## config.mk

```make
export PLATFORM = sky130hd
export DESIGN_NAME = mem_arb
export DESIGN_NICKNAME = d
export VERILOG_FILES = /design/src/rtl/mem_arb_pkg.sv /design/src/rtl/bit_mem.sv /design/src/rtl/mem_arb.sv
export SDC_FILE = /design/constraint.sdc
export NUM_CORES = 1
export LEC_CHECK = 0
export CORE_MARGIN = 5
export CORE_UTILIZATION = 41
export CTS_CLUSTER_SIZE = 8
export DETAILED_ROUTE_END_ITERATION = 8
export HOLD_SLACK_MARGIN = 0.1
export PLACE_DENSITY = 0.72
export SKIP_LAST_GASP = 1
export SYNTH_ARGS = -nofsm -noshare
export SYNTH_HDL_FRONTEND = slang
export SYNTH_HIERARCHICAL = 1
export SYNTH_SLANG_ARGS = --single-unit
```

## constraint.sdc

```tcl
create_clock -name CLK -period 1.3 [get_ports CLK]
set_input_delay 0.325 -clock CLK [delete_from_list [all_inputs] [get_ports CLK]]
set_output_delay 0.325 -clock CLK [all_outputs]
set_load 0.03 [all_outputs]
```

## src/rtl/mem_arb_pkg.sv

```systemverilog
// rtl/mem_arb_pkg.sv - shared FSM state type and default address width for mem_arb
package mem_arb_pkg;
   localparam int DEFAULT_AW = 2;

   typedef enum logic [1:0] {
      IDLE  = 2'd0,
      WRITE = 2'd1,
      READ  = 2'd2,
      RESP  = 2'd3
   } state_t;
endpackage

```

## src/rtl/bit_mem.sv

```systemverilog
// rtl/bit_mem.sv - 2**AW x 1-bit storage with registered read data, cleared on reset
module bit_mem
   import mem_arb_pkg::*;
#(
   parameter int AW = DEFAULT_AW
) (
   input  logic          CLK,
   input  logic          RST,
   input  logic          WE,
   input  logic [AW-1:0] ADDR,
   input  logic          DIN,
   output logic          DOUT
);

   logic [2**AW-1:0] mem;

   always_ff @(posedge CLK or posedge RST) begin
      if (RST) begin
         mem  <= '0;
         DOUT <= 1'b0;
      end else begin
         if (WE) begin
            mem[ADDR] <= DIN;
         end
         DOUT <= mem[ADDR];
      end
   end

endmodule

```

## src/rtl/mem_arb.sv

```systemverilog
// rtl/mem_arb.sv - two-requester round-robin arbiter in front of a shared bit_mem
module mem_arb
   import mem_arb_pkg::*;
#(
   parameter int AW = DEFAULT_AW
) (
   input  logic          CLK,
   input  logic          RST,
   input  logic          REQ0,
   input  logic          REQ1,
   input  logic          RW0,
   input  logic          RW1,
   input  logic [AW-1:0] ADDR0,
   input  logic [AW-1:0] ADDR1,
   input  logic          IN0,
   input  logic          IN1,
   output logic          GNT0,
   output logic          GNT1,
   output logic          ACK0,
   output logic          ACK1,
   output logic          OUT0,
   output logic          OUT1,
   output logic          BUSY
);

   state_t        state;
   state_t        state_nxt;
   logic          pri;
   logic          owner;
   logic          win;
   logic          win_rw;
   logic [AW-1:0] lat_addr;
   logic          lat_in;
   logic          out0_q;
   logic          out1_q;
   logic          dout;
   logic          done;

   always_comb begin
      win    = (REQ0 && REQ1) ? pri : REQ1;
      win_rw = win ? RW1 : RW0;
   end

   // The latched RW is carried by the WRITE/READ state itself.
   always_comb begin
      state_nxt = state;
      case (state)
         IDLE:    if (REQ0 || REQ1) state_nxt = win_rw ? WRITE : READ;
         WRITE:   state_nxt = IDLE;
         READ:    state_nxt = RESP;
         RESP:    state_nxt = IDLE;
         default: state_nxt = IDLE;
      endcase
   end

   always_ff @(posedge CLK or posedge RST) begin
      if (RST) begin
         state    <= IDLE;
         pri      <= 1'b0;
         owner    <= 1'b0;
         lat_addr <= '0;
         lat_in   <= 1'b0;
         out0_q   <= 1'b0;
         out1_q   <= 1'b0;
      end else begin
         state <= state_nxt;
         if (state == IDLE && (REQ0 || REQ1)) begin
            owner    <= win;
            lat_addr <= win ? ADDR1 : ADDR0;
            lat_in   <= win ? IN1 : IN0;
         end
         if (done) begin
            pri <= ~owner;
         end
         if (state == RESP) begin
            if (owner) out1_q <= dout;
            else       out0_q <= dout;
         end
      end
   end

   always_comb begin
      done = (state == WRITE) || (state == RESP);
      BUSY = (state != IDLE);
      GNT0 = BUSY && !owner;
      GNT1 = BUSY && owner;
      ACK0 = done && !owner;
      ACK1 = done && owner;
      // Read data is forwarded during RESP so it is valid alongside ACK.
      OUT0 = (state == RESP && !owner) ? dout : out0_q;
      OUT1 = (state == RESP && owner) ? dout : out1_q;
   end

   bit_mem #(.AW(AW)) u_mem (
      .CLK  (CLK),
      .RST  (RST),
      .WE   (state == WRITE),
      .ADDR (lat_addr),
      .DIN  (lat_in),
      .DOUT (dout)
   );

endmodule

```

; ---- Word-level counts from Yosys, hierarchy flattened
; Cells that the tools add are included.
[classes]
order_cmp = 2
n_eq_ne = 4
muxes = 14
bitwise_logic = 1
n_reduce_logical = 17
[ops]
columns = op, n
row1 = $logic_and 1x1->1, 9
row2 = $mux 1, 7
row3 = $mux 2, 3
row4 = $pmux 2 s3, 1
row5 = $bwmux 4, 1
row6 = $eq 2x2->1 const B, 2
row7 = $reduce_and 2->1, 2
row8 = $lt 2x3->1 const B, 1
row9 = $bmux 1 s2, 1
row10 = $demux 1 s2, 1
row11 = $eq 2x1->1 const B, 1
row12 = $ge 2x1->1 const B, 1
row13 = $logic_not 2->1, 1
row14 = $logic_or 1x1->1, 2
row15 = $ne 2x1->1 const B, 1
row16 = $reduce_bool 2->1, 1
row17 = $reduce_or 2->1, 1
row18 = $logic_not 1->1, 1
row19 = $not 1->1, 1
[totals]
reg_bits = 14
input_bits = 12
elab_cells = 47

; ---- Depth between registers and ports, before layout
; Gate-level depths: netlist of run 1.
[depth]
ltp_word = 6
ltp_mapped = 4
mapped_depth_nobuf = 4

; ---- Hierarchy
; Netlist of run 1, hierarchy kept.
[by_module_without_submodules]
columns = mod, n_inst, cells_per_inst, area_each_um2, seq_area_each_um2
row1 = mem_arb, 1, 49, 471.7, 225.2
row2 = bit_mem, 1, 15, 224.0, 125.1

; ---- Worst setup path before layout of run 1
; Ideal clock, no wire load.
[synth_timing]
path_kind = register -> output
start = register state[0]
end = output OUT1
arrival_time_ns = 1.240
t_required_ns = 0.975
path_slack_ns = -0.265
stages_incl_launch_ff = 4
cell_sequence = dfrtp_1 and2_1 nand2_1 mux2_4
[synth_via]
elab_chain_len = 3
[synth_rtl]
columns = element, line
row1 = from (decl), mem_arb.sv:26  ; state_t state;
row2 = from (signal assigned), mem_arb.sv:66  ; state <= state_nxt;
row3 = $eq 2x2->1, mem_arb.sv:91  ; OUT1 = (state == RESP && owner) ? dout : out1_q;
row4 = $logic_and 1x1->1, mem_arb.sv:91
row5 = $mux 1, mem_arb.sv:91
row6 = to (decl), mem_arb.sv:22  ; output logic OUT1,
; Every way passes these cells.

; ---- Final worst setup path of run 1
[layout_timing]
start = register owner
end = output OUT0
[layout_via]
elab_chain_len = 3
[layout_rtl]
columns = element, line
row1 = from (decl), mem_arb.sv:29  ; logic owner;
row2 = from (signal assigned), mem_arb.sv:68  ; owner <= win;
row3 = $logic_not 1->1, mem_arb.sv:90  ; OUT0 = (state == RESP && !owner) ? dout : out0_q;
row4 = $logic_and 1x1->1, mem_arb.sv:90
row5 = $mux 1, mem_arb.sv:90
row6 = to (decl), mem_arb.sv:21  ; output logic OUT0,
; Every way passes these cells.

==> flow_metrics.tcl, run 1 <==
set metrics [dict create \
    outcome "finished, violations left" \
    violations "negative setup slack" \
    cp-end-kind "output port" \
    worst_slew_pin_slew_ns 0.3839 \
    syn-instance-count 64 \
    syn_nets 76 \
    setup_ws_ns -0.4623 \
    grt_use_total_pct 15.63 \
    cts_tree "yes" \
    antenna_found_initial 0 \
    drt_iter0_markers 8 \
    dr_total_vias 645 \
    critPathLaunchType "flip-flop" \
    htreeDepth 1 \
    nets 113 \
    cts_sinks 14 \
    hold_violations 0 \
    crit_path_top_delay_cell "dfrtp_1" \
    synth-async-reset-ratio_pct 100.0 \
    hpwl_um 1437 \
    worstReg2RegStart "state[1]" \
    vias_per_cell 5.560 \
    cts.clk_slew.worst_paths_ns 0.09 \
    r2r_slack_ns -0.05 \
    regArea_um2 350.3 \
    critPathKind "flip-flop to output port" \
    vdd_drop_max_mv 1.292 \
    p_leak_nw 0.4878 \
    critPathBufInv 1 \
    fin_crit_ns 1.762 \
    max_cap_violations 0 \
    preCtsSetupSlack_ns -0.5934 \
    die_area_um2 2620 \
    powerDensity_nw_per_um2 2695 \
    area_growth_pct 55.04 \
    ys_ff_latch 14 \
    seq_area_frac_synth_pct 50.36 \
    num_io_pins 19 \
    cp.required_ns 0.98 \
    layout_common_cells "14 x dfrtp_1, 14 x buf_4, 11 x clkdlybuf4s50_1" \
    grt_first_pass_wirelength_um 2925 \
    power_mw 2.906 \
    drcViolationCount 0 \
    clockBufferDepth 2 \
    routed_wl_um 1878 \
    numCtsBuffers 3 \
    firstDrtPassIters 4 \
    yosysWarnings 6 \
    syn_avg_cell_area_um2 10.87 \
    min_path_type "input pin to async pin" \
    hold_buffers 0 \
    slew_headroom_pct 74.38 \
    synth.distinct_cells 28 \
    slew_viol_final 0 \
    synth_edf_count 0 \
    drive_gt1_share_pct 41.00 \
    clock_latency_ns 0.29 \
    fin_setup_tns_ns -2.164 \
    rr_endpoint "u_mem/mem[0]" \
    fp-row-count 14 \
    portBuffers 18 \
    grt_setup_unrepaired "yes" \
    cp.arrival_ns 1.44 \
    cp_top_family "flip-flops" \
    grt_max_degree 10 \
    initial_core_util_pct 44.62 \
    synth_area_um2 695.7 \
    clockRootBuffer "clkbuf_4" \
    fp.dieH_um 51.19 \
    worstPathCellList "and2b_4 > nand2_2 > mux2_4 > buf_6" \
    min_period_over_period_pct 135.6 \
    fmax_ghz 0.5674 \
    coreArea_um2 1559 \
    antenna_cells 0 \
    crit_fanout 3 \
    cpPeakStageDelay_ns 0.40 \
    grt-ovfl-total 0 \
    die_w_um 51.19 \
    multiInputGateArea_um2 352.8 \
    synth_top_flop_cell "dfrtp_1" \
    ant_nets 0 \
    whs_ns 0.2843 \
    grt_pass1_vias 629 \
    routedWlPerCell_um 16.19 \
    rr_worst_depth 4 \
    fillers 119 \
    clock_skew_ns 0.003801 \
    place_congestion 0.7328 \
    finalSetupViolations 11 \
]
metal layers:
layer	global-route usage (%)	up-vias	wire length (um)
li1	-	309	-
met2	27.68	20	1035
met3	2.326	4	86
met1	17.10	312	719
met5	0	-	0
met4	10.76	0	36
Yosys cell counts (2+ instances only):
cell | number | share of area (%)
mux2_2 | 3 | 4.9
o21ai_0 | 3 | 2.2
nor2_1 | 4 | 2.2
nand2_1 | 2 | 1.1
nand3b_1 | 2 | 2.2
inv_1 | 6 | 3.2
dfrtp_1 | 14 | 50
nand3_1 | 5 | 3.6
mux2_4 | 2 | 4.3
a31oi_1 | 3 | 2.7
a21oi_1 | 3 | 2.2
cell type report:
| type | count | share of cell area [%] |
|---|---|---|
| inverters | 6 | 2.320 |
| repair buffers | 32 | 27.26 |
| multi-input cells | 44 | 32.71 |
| well taps | 16 | 1.856 |
| flip-flops and latches | 14 | 32.48 |
| clock buffers | 4 | 3.364 |
power by group:
| part | internal [mW] | total [mW] | switching [mW] |
|---|---|---|---|
| Sequential | 0.662 | 0.853 | 0.191 |
| Combinational | 0.914 | 1.73 | 0.818 |
| Clock | 0.171 | 0.321 | 0.150 |
sequential cells by signal, indices dropped and copies added, names as in the netlist:
signal      count
lat_addr        2
lat_in          1
out0_q          1
out1_q          1
owner           1
pri             1
state           2
u_mem/DOUT      1
u_mem/mem       4
metrics by stage:
| stage | cell area [um2] | instances | util [%] |
|---|---|---|---|
| after global placement | 973.4 | 109 | 62.44 |
| final | 1079 | 116 | 69.18 |
| after CTS | 1057 | 115 | 67.82 |
| after global routing | 1079 | 116 | 69.18 |
| after detailed placement | 973.4 | 109 | 62.44 |
| after floorplan | 700.7 | 64 | - |
worst register-to-register path: stages, from the launching register on:
cell and delay [ns]:
dfrtp_1 0.42, buf_4 0.18, nor2_4 0.11, nor3b_2 0.19, mux2_2 0.35
worst max-delay path by stage:
stage	startpoint	to	slack, ns	cells past startpoint
detailed placement	owner	OUT0	-0.59	4
global placement	owner	OUT0	-0.56	4
floorplan	owner	OUT0	-0.13	3
finish	owner	OUT0	-0.46	4
CTS	owner	OUT0	-0.46	4
global route	owner	OUT0	-0.51	4
cell families (layout without fill, tap and decap cells):
| family | Yosys count | after routing | synth area share [%] |
|---|---|---|---|
| and+or+nand+nor | 22 | 22 | 18.53 |
| AOI/OAI and AO/OA | 15 | 15 | 13.85 |
| DFF | 14 | 14 | 50.36 |
| muxes | 7 | 7 | 14.03 |
| buffers and inverters | 6 | 42 | 3.237 |
timing repair:
action / CTS / global route
setup endpoints to repair: 11 / 11
setup buffers: 2 / 1
gates resized for setup: 29 / 5
(Power assumes the default switching activity.)
==> inputs of run 2 (changes only) <==
CORE_ASPECT_RATIO = 1.2   (was unset)
MAX_ROUTING_LAYER = met4   (was unset)
==> run 2 against run 1 <==
Against the previous run:
- register-to-register slack lost 0.18 ns
- the flow still finishes with violations (negative setup slack)
- clock-buffer cell count stayed put
- global-route usage shrank 0.080 points
==> flow_metrics.tcl, run 2 (synthesized netlist as in run 1, its figures left out) <==
set metrics [dict create \
    outcome "finished, violations left" \
    violations "negative setup slack" \
    crit_fanout 3 \
    fin_setup_tns_ns -3.083 \
    ant_nets 0 \
    slew_headroom_pct 76.14 \
    cpPeakStageDelay_ns 0.41 \
    nets 120 \
    routed_wl_um 1750 \
    grt_max_degree 10 \
    worstPathCellList "and2b_4 > nand2_2 > mux2_4 > buf_6" \
    min_period_over_period_pct 137.1 \
    fp-row-count 16 \
    top_regs "u_mem/mem: 4 flops, lat_addr: 2 flops, state: 2 flops" \
    initial_core_util_pct 42.90 \
    dr_total_vias 647 \
    antenna_found_initial 0 \
    regMostFlops "u_mem/mem" \
    fp.dieH_um 55.12 \
    worst_slew_pin_slew_ns 0.3576 \
    grt-ovfl-total 0 \
    powerDensity_nw_per_um2 2680 \
    grt_setup_unrepaired "yes" \
    die_w_um 47.60 \
    fmax_ghz 0.5609 \
    critPathLaunchType "flip-flop" \
    firstDrtPassIters 4 \
    min_path_type "input pin to async pin" \
    coreArea_um2 1622 \
    vias_per_cell 5.176 \
    grt_pass1_vias 686 \
    r2r_slack_ns -0.23 \
    critPathKind "flip-flop to output port" \
    post_dp_cell_area_um2 1003 \
    num_io_pins 19 \
    cts.clk_slew.worst_paths_ns 0.09 \
    crit_path_top_delay_cell "dfrtp_1" \
    cp-end-kind "output port" \
    hold_buffers 0 \
    setup_ws_ns -0.4828 \
    antenna_cells 0 \
    portBuffers 18 \
    cts_sinks 14 \
    grt_use_total_pct 15.55 \
    clock_skew_ns 0.01065 \
    htreeDepth 1 \
    fin_crit_ns 1.783 \
    largest_reg_flops 4 \
    cp.arrival_ns 1.46 \
    vdd_drop_max_mv 1.758 \
    power_mw 3.176 \
    drive_gt1_share_pct 47.66 \
    fin_area_um2 1185 \
    hpwl_um 1262 \
    hold_violations 0 \
    clock_latency_ns 0.28 \
    routedWlPerCell_um 14.00 \
    grt_first_pass_wirelength_um 2856 \
    clockRootBuffer "clkbuf_4" \
    finalSetupViolations 12 \
    drcViolationCount 0 \
    drt_iter0_markers 21 \
    clockBufferDepth 2 \
    slew_viol_final 0 \
    cts_tree "yes" \
    cp.required_ns 0.98 \
    layout_common_cells "14 x dfrtp_1, 14 x buf_4, 14 x buf_6" \
    p_leak_nw 0.5419 \
    place_congestion 0.7915 \
    die_area_um2 2624 \
    numCtsBuffers 3 \
    max_cap_violations 0 \
    area_growth_pct 70.32 \
]
[run 2: final timing paths]
path | startpoint | endpoint | depth (start not counted)
max | owner | OUT0 | 4
min | RST | u_mem/mem[0] | 2
max reg2reg | state[0] | u_mem/mem[0] | 7
min reg2reg | pri | pri | 1
max in group asynchronous | RST | lat_addr[0] | 2
min in group CLK | pri | pri | 1
[run 2: power breakdown]
group          switching (mW)  internal (mW)
logic                   0.889           1.13
clock network           0.137          0.170
registers               0.188          0.661
[run 2: timing repair]
action,4_1_cts,5_1_grt
pin swaps,2,7
endpoints found under the setup margin,12,15
setup buffers,5,4
resized for setup,44,16
[run 2: per-stage QoR]
step | hold slack (ns) | instances | utilization (%) | setup WS [ns]
final | 0.2736 | 125 | 73.07 | -0.4828
after global placement | 0.4704 | 114 | 61.88 | -0.5696
after CTS | 0.2799 | 123 | 68.83 | -0.4453
after detailed placement | 0.4852 | 114 | 61.88 | -0.5999
after global routing | 0.2876 | 125 | 73.07 | -0.5332
after floorplan | 0.1035 | 64 | - | -0.1348
[run 2: cell type report]
class | count | area, um2
sequential | 14 | 350.3
tap | 18 | 22.52
timing repair buffer | 39 | 372.9
fill | 113 | 436.7
clock buffer | 4 | 36.28
inverter | 6 | 25.02
multi-input combinational | 44 | 377.9
[run 2: worst max-delay path, delay by kind of cell, from the launching register on]
kind	cells	cell delay, ns
DFF	1	0.41
and+or+nand+nor	2	0.32
muxes	1	0.31
buffers and inverters	1	0.14
[run 2: layer usage]
| layer | up-vias | wire length [um] | track usage [%] |
|---|---|---|---|
| met2 | 21 | 927 | 28.57 |
| met5 | - | 0 | - |
| li1 | 318 | - | - |
| met1 | 304 | 719 | 17.43 |
| met3 | 4 | 75 | 0.9709 |
| met4 | 0 | 28 | 5.381 |
==> inputs of run 3 (changes only) <==
SETUP_SLACK_MARGIN = 0.2   (was unset)
==> run 3 against run 2 <==
Against the previous run:
- the run still ends with negative setup slack left
- setup slack better by 0.010 ns
- fmax increased by 0.58%
- register-to-register slack better by 0.03 ns
- first-iteration DRC count shrank 43%
- critical path type unchanged
- critical endpoint unchanged
- highest routed layer unchanged
==> flow_metrics.tcl, run 3 (synthesized netlist as in run 1, its figures left out) <==
set metrics [dict create \
    antenna_cells 0 \
    cts_tree "yes" \
    initial_core_util_pct 42.90 \
    worst_slew_pin_slew_ns 0.3590 \
    vdd_drop_max_mv 1.886 \
    critPathKind "flip-flop to output port" \
    max_cap_violations 0 \
    slew_headroom_pct 76.04 \
    critPathLaunchType "flip-flop" \
    p_leak_nw 0.5566 \
    grt_use_total_pct 16.79 \
    outcome "finished, violations left" \
    clockPowerShare_pct 9.3 \
    post_dp_cell_area_um2 993.5 \
    fin_util_pct 76.00 \
    finalSetupViolations 15 \
    fp-row-count 16 \
    drive_gt1_share_pct 56.73 \
    crit_fanout 3 \
    clockBufferDepth 2 \
    grt_first_pass_wirelength_um 2904 \
    regMostFlops "u_mem/mem" \
    num_io_pins 19 \
    drt_iter0_markers 12 \
    largest_reg_flops 4 \
    place_congestion 0.8313 \
    die_w_um 47.60 \
    whs_ns 0.2488 \
    topRoutingLayerUsed "met4" \
    netSwitchingFraction_pct 39.77 \
    r2r_slack_ns -0.20 \
    min_path_type "input pin to async pin" \
    switchingPower_mw 1.350 \
    antenna_found_initial 0 \
    cts.clk_slew.worst_paths_ns 0.09 \
    clock_latency_ns 0.29 \
    min_period_over_period_pct 136.3 \
    fp.dieH_um 55.12 \
    met3WireLength_um 96 \
    grt_pass1_vias 676 \
    preCtsSetupSlack_ns -0.5934 \
    cp-end-kind "output port" \
    rr_endpoint "u_mem/mem[0]" \
    routedWlPerCell_um 17.03 \
    dr_total_vias 655 \
    routed_wl_um 2078 \
    htreeDepth 1 \
    vias_per_cell 5.369 \
    numCtsBuffers 3 \
    hold_violations 0 \
    slew_viol_final 0 \
    coreArea_um2 1622 \
    fin_crit_ns 1.772 \
    wl_met2_um 1094 \
    clockRootBuffer "clkbuf_4" \
    fin_area_um2 1232 \
    grt_setup_unrepaired "yes" \
    area_growth_pct 77.16 \
    worstReg2RegStart "state[0]" \
    portBuffers 18 \
    die_area_um2 2624 \
    final_common_cell "buf_6" \
    clock_skew_ns 0.006516 \
    cp.arrival_ns 1.45 \
    wirelength_met1_um 761 \
    cts_sinks 14 \
    firstDrtPassIters 4 \
    violations "negative setup slack" \
    layout_common_cells "17 x buf_6, 11 x dfrtp_1, 9 x clkdlybuf4s50_1" \
    nets 117 \
    seqPwrFrac_pct 26.4 \
    setup_ws_ns -0.4725 \
    grt-ovfl-total 0 \
    hpwl_um 1263 \
    pwr-share-comb_pct 64.3 \
    intPower_mw 2.044 \
    powerDensity_nw_per_um2 2753 \
    rr_worst_depth 7 \
    drcViolationCount 0 \
    grt_max_degree 10 \
    cp.required_ns 0.98 \
    top_regs "u_mem/mem: 4 flops, lat_addr: 2 flops, state: 2 flops" \
    fmax_ghz 0.5642 \
    ant_nets 0 \
]
-- run 3: cell types whose count changed in the layout (fill, tap and decap cells not counted), sizes merged --
cell / previous run / this run
buf: 28 / 25
dlygate4sd2: 0 / 2
clkdlybuf4s50: 11 / 9
-- run 3: timing repair --
action,CTS,global route
setup endpoints to repair,19,20
gates resized for setup,35,24
setup buffers,2,5
hold buffers,0,0
pin swaps,1,7
-- run 3: worst max-delay path by stage --
| stage | from | to | slack (ns) |
|---|---|---|---|
| floorplan | owner | OUT0 | -0.13 |
| global placement | owner | OUT0 | -0.57 |
| detailed placement | owner | OUT0 | -0.59 |
| CTS | owner | OUT0 | -0.47 |
| global route | owner | OUT0 | -0.52 |
| finish | owner | OUT0 | -0.47 |
-- run 3: routing by layer --
metal | global-route usage (%) | vias up
li1 | - | 311
met1 | 18.11 | 316
met2 | 27.46 | 20
met3 | 2.265 | 8
met4 | 12.56 | 0
met5 | - | -
-- run 3: metrics by stage --
step                total power [mW]  TNS (ns)  cells
floorplan                      1.753   -0.2317     64
global placement               2.331    -2.807    111
detailed placement             2.361    -2.877    111
CTS                            2.868    -2.288    117
global route                   3.557    -4.315    122
finish                         3.393    -3.588    122
-- run 3: critical path, stage by stage (launching register included) --
cell and delay [ns]:
dfrtp_1 0.40, and2b_4 0.26, nand2_2 0.05, mux2_4 0.30
buf_6 0.14
-- run 3: final cells by class --
type | instances | area, um2
clock buffers | 4 | 36.28
fillers | 106 | 389.1
flip-flops and latches | 14 | 354.1
well taps | 18 | 22.52
inverters | 6 | 25.02
multi-input cells | 44 | 435.4
repair buffers | 36 | 359.1
-- run 3: power groups by stage --
| stage | sequential (mW) | clock [mW] | combinational (mW) |
|---|---|---|---|
| global placement | 0.838 | 0 | 1.49 |
| CTS | 0.859 | 0.319 | 1.69 |
| finish | 0.897 | 0.316 | 2.18 |
| floorplan | 0.836 | 0 | 0.917 |
| detailed placement | 0.854 | 0 | 1.51 |
| global route | 0.933 | 0.342 | 2.28 |
